### src/rtl/simd_pkg.sv
// Shared types for the SIMD add/sub front end: lane modes, data width and
// the request bundle carried from the grant mux into the lane ALU.
package simd_pkg;

  localparam int DATA_W = 16;

  typedef enum logic [1:0] {
    MODE_Q    = 2'b00,  // four 4-bit lanes
    MODE_O    = 2'b01,  // two 8-bit lanes
    MODE_H    = 2'b10,  // one 16-bit lane
    MODE_RSVD = 2'b11   // treated as MODE_H
  } mode_e;

  typedef struct packed {
    logic [DATA_W-1:0] a;
    logic [DATA_W-1:0] b;
    mode_e             mode;
    logic              sub;
  } simd_req_t;

endpackage

### src/rtl/simd_lane_alu.sv
// Combinational packed-SIMD add/sub. Built as a chain of 4-bit nibble adders;
// the mode decides at which nibbles the chain restarts with the lane carry-in,
// so no carry or borrow leaks across a lane boundary.
module simd_lane_alu
  import simd_pkg::*;
(
  input  logic [DATA_W-1:0] a,
  input  logic [DATA_W-1:0] b,
  input  mode_e             mode,
  input  logic              sub,
  output logic [DATA_W-1:0] y
);

  localparam int NIB = DATA_W / 4;

  logic [NIB-1:0]    lane_start;
  logic [DATA_W-1:0] b_eff;
  logic              carry;
  logic [4:0]        nsum;

  // Per-nibble add with the carry chain broken at each lane's first nibble;
  // subtraction is A + ~B + 1 with the +1 injected at every lane start.
  always_comb begin
    b_eff = sub ? ~b : b;
    for (int i = 0; i < NIB; i++)
      lane_start[i] = (i == 0) || (mode == MODE_Q) || ((mode == MODE_O) && (i % 2 == 0));
    y     = '0;
    carry = sub;
    nsum  = '0;
    for (int i = 0; i < NIB; i++) begin
      if (lane_start[i]) carry = sub;
      nsum       = {1'b0, a[4*i +: 4]} + {1'b0, b_eff[4*i +: 4]} + {4'b0, carry};
      y[4*i +: 4] = nsum[3:0];
      carry      = nsum[4];
    end
  end

endmodule

### src/rtl/simd_add_arbiter.sv
// Round-robin front end sharing one SIMD add/sub unit among NREQ requesters,
// feeding a single-entry result register with pass-through on res_ready.
module simd_add_arbiter
  import simd_pkg::*;
#(
  parameter int NREQ = 4,
  parameter int IDW  = $clog2(NREQ)
) (
  input  logic                           clk,
  input  logic                           rst,
  input  logic [NREQ-1:0]                req_valid,
  output logic [NREQ-1:0]                req_ready,
  input  logic [NREQ-1:0][DATA_W-1:0]    req_a,
  input  logic [NREQ-1:0][DATA_W-1:0]    req_b,
  input  logic [NREQ-1:0][1:0]           req_mode,
  input  logic [NREQ-1:0]                req_sub,
  output logic                           res_valid,
  input  logic                           res_ready,
  output logic [DATA_W-1:0]              res_data,
  output logic [IDW-1:0]                 res_id
);

  localparam logic [IDW:0] NREQ_W = (IDW+1)'(NREQ);
  localparam logic [IDW-1:0] LAST = IDW'(NREQ - 1);

  logic                stage_free;
  logic                grant;
  logic [2*NREQ-1:0]   dbl;
  logic [NREQ-1:0]     rot;
  logic [IDW-1:0]      enc;
  logic [IDW:0]        sum;
  logic [IDW-1:0]      gnt_id;
  logic [IDW-1:0]      rr_ptr;
  simd_req_t           sel;
  logic [DATA_W-1:0]   alu_y;

  assign stage_free = !res_valid || res_ready;

  // Rotate valids so rr_ptr sits at bit 0, pick the lowest set bit, then add
  // rr_ptr back (mod NREQ) to recover the absolute requester index.
  always_comb begin
    dbl = {req_valid, req_valid} >> rr_ptr;
    rot = dbl[NREQ-1:0];
    enc = '0;
    for (int k = NREQ - 1; k >= 0; k--)
      if (rot[k]) enc = IDW'(k);
    sum    = {1'b0, rr_ptr} + {1'b0, enc};
    gnt_id = (sum >= NREQ_W) ? IDW'(sum - NREQ_W) : sum[IDW-1:0];
    // rst gating keeps req_ready low for the whole reset window
    grant     = (|req_valid) && stage_free && !rst;
    req_ready = grant ? (NREQ'(1) << gnt_id) : '0;
  end

  // Grant mux: route the winning requester's operands to the single ALU.
  always_comb begin
    sel.a    = req_a[gnt_id];
    sel.b    = req_b[gnt_id];
    sel.mode = mode_e'(req_mode[gnt_id]);
    sel.sub  = req_sub[gnt_id];
  end

  simd_lane_alu u_alu (
    .a    (sel.a),
    .b    (sel.b),
    .mode (sel.mode),
    .sub  (sel.sub),
    .y    (alu_y)
  );

  // Result register and round-robin pointer; pointer only moves on a grant.
  always_ff @(posedge clk or posedge rst) begin
    if (rst) begin
      res_valid <= 1'b0;
      res_data  <= '0;
      res_id    <= '0;
      rr_ptr    <= '0;
    end else if (grant) begin
      res_valid <= 1'b1;
      res_data  <= alu_y;
      res_id    <= gnt_id;
      rr_ptr    <= (gnt_id == LAST) ? '0 : gnt_id + 1'b1;
    end else if (stage_free) begin
      res_valid <= 1'b0;
    end
  end

endmodule

### config.mk
export PLATFORM = sky130hd
export DESIGN_NAME = simd_add_arbiter
export DESIGN_NICKNAME = d
export VERILOG_FILES = /design/src/rtl/simd_pkg.sv /design/src/rtl/simd_lane_alu.sv /design/src/rtl/simd_add_arbiter.sv
export SDC_FILE = /design/constraint.sdc
export NUM_CORES = 1
export LEC_CHECK = 0
export BUFFER_PORTS_ARGS = -buffer_cell sky130_fd_sc_hd__buf_2
export CORE_MARGIN = 4
export CORE_UTILIZATION = 42
export DETAILED_ROUTE_END_ITERATION = 10
export PLACE_DENSITY_LB_ADDON = 0.12
export SKIP_LAST_GASP = 1
export SLEW_MARGIN = 25
export SYNTH_ARGS = -nofsm -noshare
export SYNTH_HDL_FRONTEND = slang
export SYNTH_SLANG_ARGS = --single-unit
### constraint.sdc
create_clock -name clk -period 8.5 [get_ports clk]
set_input_delay 1.275 -clock clk [delete_from_list [all_inputs] [get_ports clk]]
set_output_delay 1.275 -clock clk [all_outputs]
set_load 0.02 [all_outputs]
==> flow_summary.yaml, run 1 <==
global_route:
  grt_pass1_vias: 2973
  grt.busiest_layer: "met2"
  antenna_found_initial: 0
  track_usage_pct: 20.05
  grt_overflow_total: 0
  globalRouteMet3Util_pct: 3.267
  grt_start_max_net_pins: 34
  grt_util_met2_pct: 33.51
  grt_pass1_wl_mm: 14.12
  met1_usage_pct: 27.52
sta:
  period_share_pct: 96.17
  finalSetupViolations: 0
  hold_viol: 0
  max_freq_ghz: 0.1223
  slew_viol_final: 0
  min_period_ns: 8.174
  worst_slew_pin_slew_ns: 0.8131
  fin_skew_ns: 0.005141
  rsz0062_at_grt: "no"
  slew_headroom_pct: 45.73
  hold_ws_ns: 0.4774
  setup_ws_ns: 0.3259
logic_synthesis:
  synth_edf_count: 0
  synth.distinct_cells: 46
  synth_cells: 308
  synth_top_area_share_pct: 19.34
  synth-compound-area-share_pct: 10.07
  synth_seq_area_share_pct: 16.71
  synth_fa_ha_area_share_pct: 10.82
  mappedNetlistArea_sq_mm: 0.003144
  synth_mux_area_share_pct: 25.47
  synth_xor_area_share_pct: 21.01
  synth_seq_cells: 21
  synth_top_family_by_area: "multiplexers"
  synth_top_flop_cell: "dfrtp_1"
  yosys_warnings: 0
  synth-simple-area-share_pct: 11.06
  async_flop_share_pct: 100.0
  synth_largest_area_cell: "mux4_2"
  syn_nets: 478
  synth.area.top_cells: "mux4_2, xor2_1, dfrtp_1, ha_1, nand2_1"
  avgSynthCellArea_sq_um: 10.21
routing:
  dr.pass1.iters: 4
  wire_per_inst_um: 15.68
  drt-initial-drc-count: 79
  postRouteAntennaNets: 0
  drt_wl_total_mm: 9.064
  vias: 2957
  viasPerCell: 5.116
  drc_errors: 0
run:
  max-cap-violations: 0
critical_path:
  start_kind: "primary input"
  cpPeakStageDelay_ns: 0.56
  crit_path_end_kind: "flip-flop"
  critPathKind: "in -> reg"
  worstPathArrival_ns: 8.36
  worstPathRequired_ns: 8.69
  crit_fanout: 4
  crit_slowest_cell: "mux4_2"
  critical-path-top-delay-family: "adder cells"
  worst-path-buf-inv: 2
clock_network:
  clk_path_buf_depth: 2
  numCtsBuffers: 3
  htreeDepth: 1
  hold_buffers: 0
  worst_setup_hold_path_clk_slew_ns: 0.08
  clock-root-buffer: "clkbuf_8"
  cts_num_sinks: 21
  cts_tree: "yes"
  clock_latency_ns: 0.26
floorplanning:
  pin_count: 170
  start_util_pct: 43.35
  num_rows: 31
  die_h_um: 94.53
  die_w_um: 94.53
  core_area_sq_mm: 0.007253
  die_area_sq_mm: 0.008935
status:
  status: "finished clean"
placed_design:
  gp_congestion: 0.8303
  dp_hpwl_mm: 7.709
  io_buffers: 169
  preCtsSetupSlack_ns: -0.2337
power_and_ir_drop:
  vdd_ir_drop_max_mv: 0.2424
  p_leak_nw: 2.132
  powerDensity_mw_per_mm2: 550.3
cells_and_area:
  nFillCells: 677
  utilization_pct: 58.20
  fin_nets: 650
  n_antenna_cell: 0
  final_common_cell: "buf_2"
  layout-drive-gt1-share_pct: 50.31
  syn2layout_area_growth_pct: 34.26
  final_cell_mix: "buf_2, xor2_1, nand2_1, mux4_2"
min_path:
  hold_path_class: "reg -> reg"
power by group:
group	switching, mW	internal [mW]
Combinational	1.01	1.06
Sequential	0.0316	0.154
Clock	0.0352	0.0331
Total	1.07	1.25
per-stage QoR:
step           TNS (ns)  power, mW  cell area, sq um  cells
6_report              0      2.323              4222    578
5_1_grt               0      2.549              4222    578
4_1_cts               0      2.270              4170    576
3_5_place_dp    -0.4720      2.192              4121    572
3_3_place_gp   -0.04369      2.173              4121    572
2_1_floorplan         0      1.704              3163    308
per-layer routing:
layer  up-vias  routed length, um
met2       111               4284
li1       1439                  -
met3         8                659
met4         0                 99
met1      1399               4020
met5         -                  0
worst min-delay path, delay by kind of cell (launching register included):
family	cells	cell delay (ns)
simple gates	2	0.10
flops	1	0.34
area by class of cell:
| type | count | area [sq um] | share of cell area (%) |
|---|---|---|---|
| multi-input combinational | 261 | 2509 | 59.43 |
| timing repair buffer | 190 | 1003 | 23.77 |
| sequential | 21 | 525.5 | 12.45 |
| tap | 99 | 123.9 | 2.934 |
| clock buffer | 3 | 41.29 | 0.9781 |
| inverter | 3 | 11.26 | 0.2667 |
| clock inverter | 1 | 7.507 | 0.1778 |
path summary, 6_finish.rpt:
path	start	endpoint	slack [ns]	cells after the start
worst min register to register	res_data[1]	res_data[1]	0.48	2
max in group asynchronous	rst	res_id[1]	6.82	2
min in group asynchronous	rst	res_data[0]	1.17	2
worst max register to register	rr_ptr[0]	res_data[15]	0.88	30
worst max-delay path	req_valid[3]	res_data[15]	0.33	31
worst min-delay path	res_data[1]	res_data[1]	0.48	2
what timing repair did:
item | CTS | global route
gates resized for setup | 0 | 9
setup endpoints to repair | 0 | 3
buffers inserted | 0 | 2
cells in the mapped netlist (2+ instances only):
| cell | instances |
|---|---|
| a21o_1 | 8 |
| a21oi_1 | 14 |
| and3_1 | 4 |
| buf_1 | 2 |
| buf_12 | 2 |
| buf_2 | 3 |
| buf_6 | 2 |
| clkbuf_1 | 13 |
| dfrtp_1 | 21 |
| fa_1 | 7 |
| ha_1 | 16 |
| inv_1 | 2 |
| mux2_2 | 2 |
| mux2i_1 | 5 |
| mux4_1 | 4 |
| mux4_2 | 27 |
| nand2_1 | 49 |
| nand2b_1 | 4 |
| nand3_1 | 2 |
| nor2_1 | 8 |
| nor2b_1 | 2 |
| o21ai_0 | 14 |
| o21ai_1 | 2 |
| o31ai_1 | 3 |
| or3_1 | 2 |
| xnor2_1 | 8 |
| xor2_1 | 63 |
registers in the layout, indices dropped and copies added, names as in the netlist:
register	flops
res_data	16
res_id	2
res_valid	1
rr_ptr	2
kinds of logic (layout without fill, tap and decap cells):
| family | count (synthesis) | count (layout) |
|---|---|---|
| buffers and inverters | 26 | 197 |
| XOR/XNOR | 73 | 73 |
| AND/OR/NAND/NOR | 77 | 77 |
| AO/OA/AOI/OAI | 49 | 49 |
| multiplexers | 39 | 39 |
| flip-flops | 21 | 21 |
| adder cells (fa/ha/maj) | 23 | 23 |
No activity file was read; power rests on OpenSTA's default activity.
==> inputs of run 2 (changes only) <==
- CELL_PAD_IN_SITES_DETAIL_PLACEMENT: default -> 1
- CELL_PAD_IN_SITES_GLOBAL_PLACEMENT: default -> 2
- CORE_UTILIZATION: 42 -> 24
- CTS_CLUSTER_SIZE: default -> 25
==> flow_summary.yaml, run 2 (synthesis gave the netlist of run 1 again) <==
status:
  status: "finished clean"
critical_path:
  crit_path_end_kind: "flip-flop"
  worst-path-buf-inv: 3
  path_depth: 31
  worstPathArrival_ns: 8.26
  critical-path-top-delay-family: "adder cells"
  critPathKind: "in -> reg"
  cpPeakStageDelay_ns: 0.56
  worstPathRequired_ns: 8.61
  crit_fanout: 6
  start_kind: "primary input"
  crit_slowest_cell: "mux4_2"
  reg2reg_depth: 30
cells_and_area:
  largest_register_ffs: 16
  top_register: "res_data"
  final_common_cell: "buf_2"
  syn2layout_area_growth_pct: 39.91
  layout-drive-gt1-share_pct: 50.62
  instances_no_fill: 659
  final_cell_mix: "buf_2, xor2_1, nand2_1, mux4_2, buf_4"
  fin_nets: 657
  reg_top3: "res_data x16, res_id x2, rr_ptr x2"
sta:
  final.setup.tns_ns: 0
  max_freq_ghz: 0.1228
  setup_ws_ns: 0.3578
  worst_slew_pin_slew_ns: 0.8521
  min_period_ns: 8.142
  slew_headroom_pct: 43.13
  fin_skew_ns: 0.004385
  finalSetupViolations: 0
  hold_ws_ns: 0.4748
  rsz0062_at_grt: "no"
  slew_viol_final: 0
  hold_viol: 0
  period_share_pct: 95.79
clock_network:
  cts_num_sinks: 21
  clock_latency_ns: 0.25
  numCtsBuffers: 3
  clock-root-buffer: "clkbuf_16"
  htreeDepth: 1
  clk_path_buf_depth: 2
  cts_tree: "yes"
  worst_setup_hold_path_clk_slew_ns: 0.06
global_route:
  grt_pass1_wl_mm: 18.13
  grt_pass1_vias: 3476
  grt_overflow_total: 0
  grt_start_max_net_pins: 34
  antenna_found_initial: 1
  track_usage_pct: 15.64
routing:
  viasPerCell: 4.516
  drc_errors: 0
  dr.pass1.iters: 4
  wire_per_inst_um: 17.60
  wl_met1_mm: 4.970
  drt_wl_total_mm: 11.60
  wl_met3_um: 713
  vias: 2976
  drt-initial-drc-count: 77
  met2_wirelength_mm: 5.862
  postRouteAntennaNets: 0
  top_layer: "met5"
floorplanning:
  die_area_sq_mm: 0.01500
  die_h_um: 122.5
  num_rows: 41
  die_w_um: 122.5
  core_area_sq_mm: 0.01272
  pin_count: 170
  start_util_pct: 24.71
run:
  max-cap-violations: 0
placed_design:
  dp_cells: 653
  gp_congestion: 0.7777
  dp_hpwl_mm: 10.19
  io_buffers: 169
  preCtsSetupSlack_ns: -0.2934
power_and_ir_drop:
  powerDensity_mw_per_mm2: 554.3
  total_power_mw: 2.438
  vdd_ir_drop_max_mv: 0.1773
  p_leak_nw: 2.184
min_path:
  min_delay_path_depth: 2
  hold_path_class: "reg -> reg"
-- run 2: final timing paths --
kind | from | to | slack, ns
worst max-delay path | req_valid[3] | res_data[14] | 0.36
worst min-delay path | res_data[4] | res_data[4] | 0.47
worst max register to register | rr_ptr[0] | res_data[14] | 0.94
worst min register to register | res_data[4] | res_data[4] | 0.47
max in group asynchronous | rst | rr_ptr[1] | 6.77
min in group asynchronous | rst | res_valid | 1.20
-- run 2: cell type report --
cell class	instances	area [sq um]
fillers	1552	8323
multi-input cells	261	2502
repair buffers	197	1060
flip-flops and latches	21	525.5
well taps	172	215.2
clock buffers	3	75.07
inverters	3	11.26
clock inverters	1	7.507
diodes	1	2.502
-- run 2: metrics by stage --
step,cell area (sq um),util [%]
final,4399,34.58
after CTS,4360,34.27
after global placement,4275,33.61
after detailed placement,4275,33.61
after global routing,4397,34.56
after floorplan,3163,-
-- run 2: repair_timing --
| action | in CTS | in global routing |
|---|---|---|
| setup endpoints to repair | 1 | 3 |
| pin swaps | 0 | 4 |
| hold buffers | 0 | 0 |
| resized for setup | 1 | 6 |
| buffers inserted | 0 | 1 |
-- run 2: worst min-delay path, cell delays in order, from the launching register on --
cell and delay [ns]:
dfrtp_1 0.34, nand2_1 0.05, nand2_1 0.05
-- run 2: power by group --
group          switching [mW]  total, mW  internal (mW)
clock                  0.0389      0.103         0.0637
sequential             0.0333      0.188          0.155
combinational            1.07       2.15           1.08
-- run 2: per-layer routing --
layer / vias up / GRT usage (%)
met1: 1416 / 19.55
met2: 91 / 28.75
met3: 4 / 3.041
met5: - / 0
met4: 2 / 1.679
li1: 1463 / -
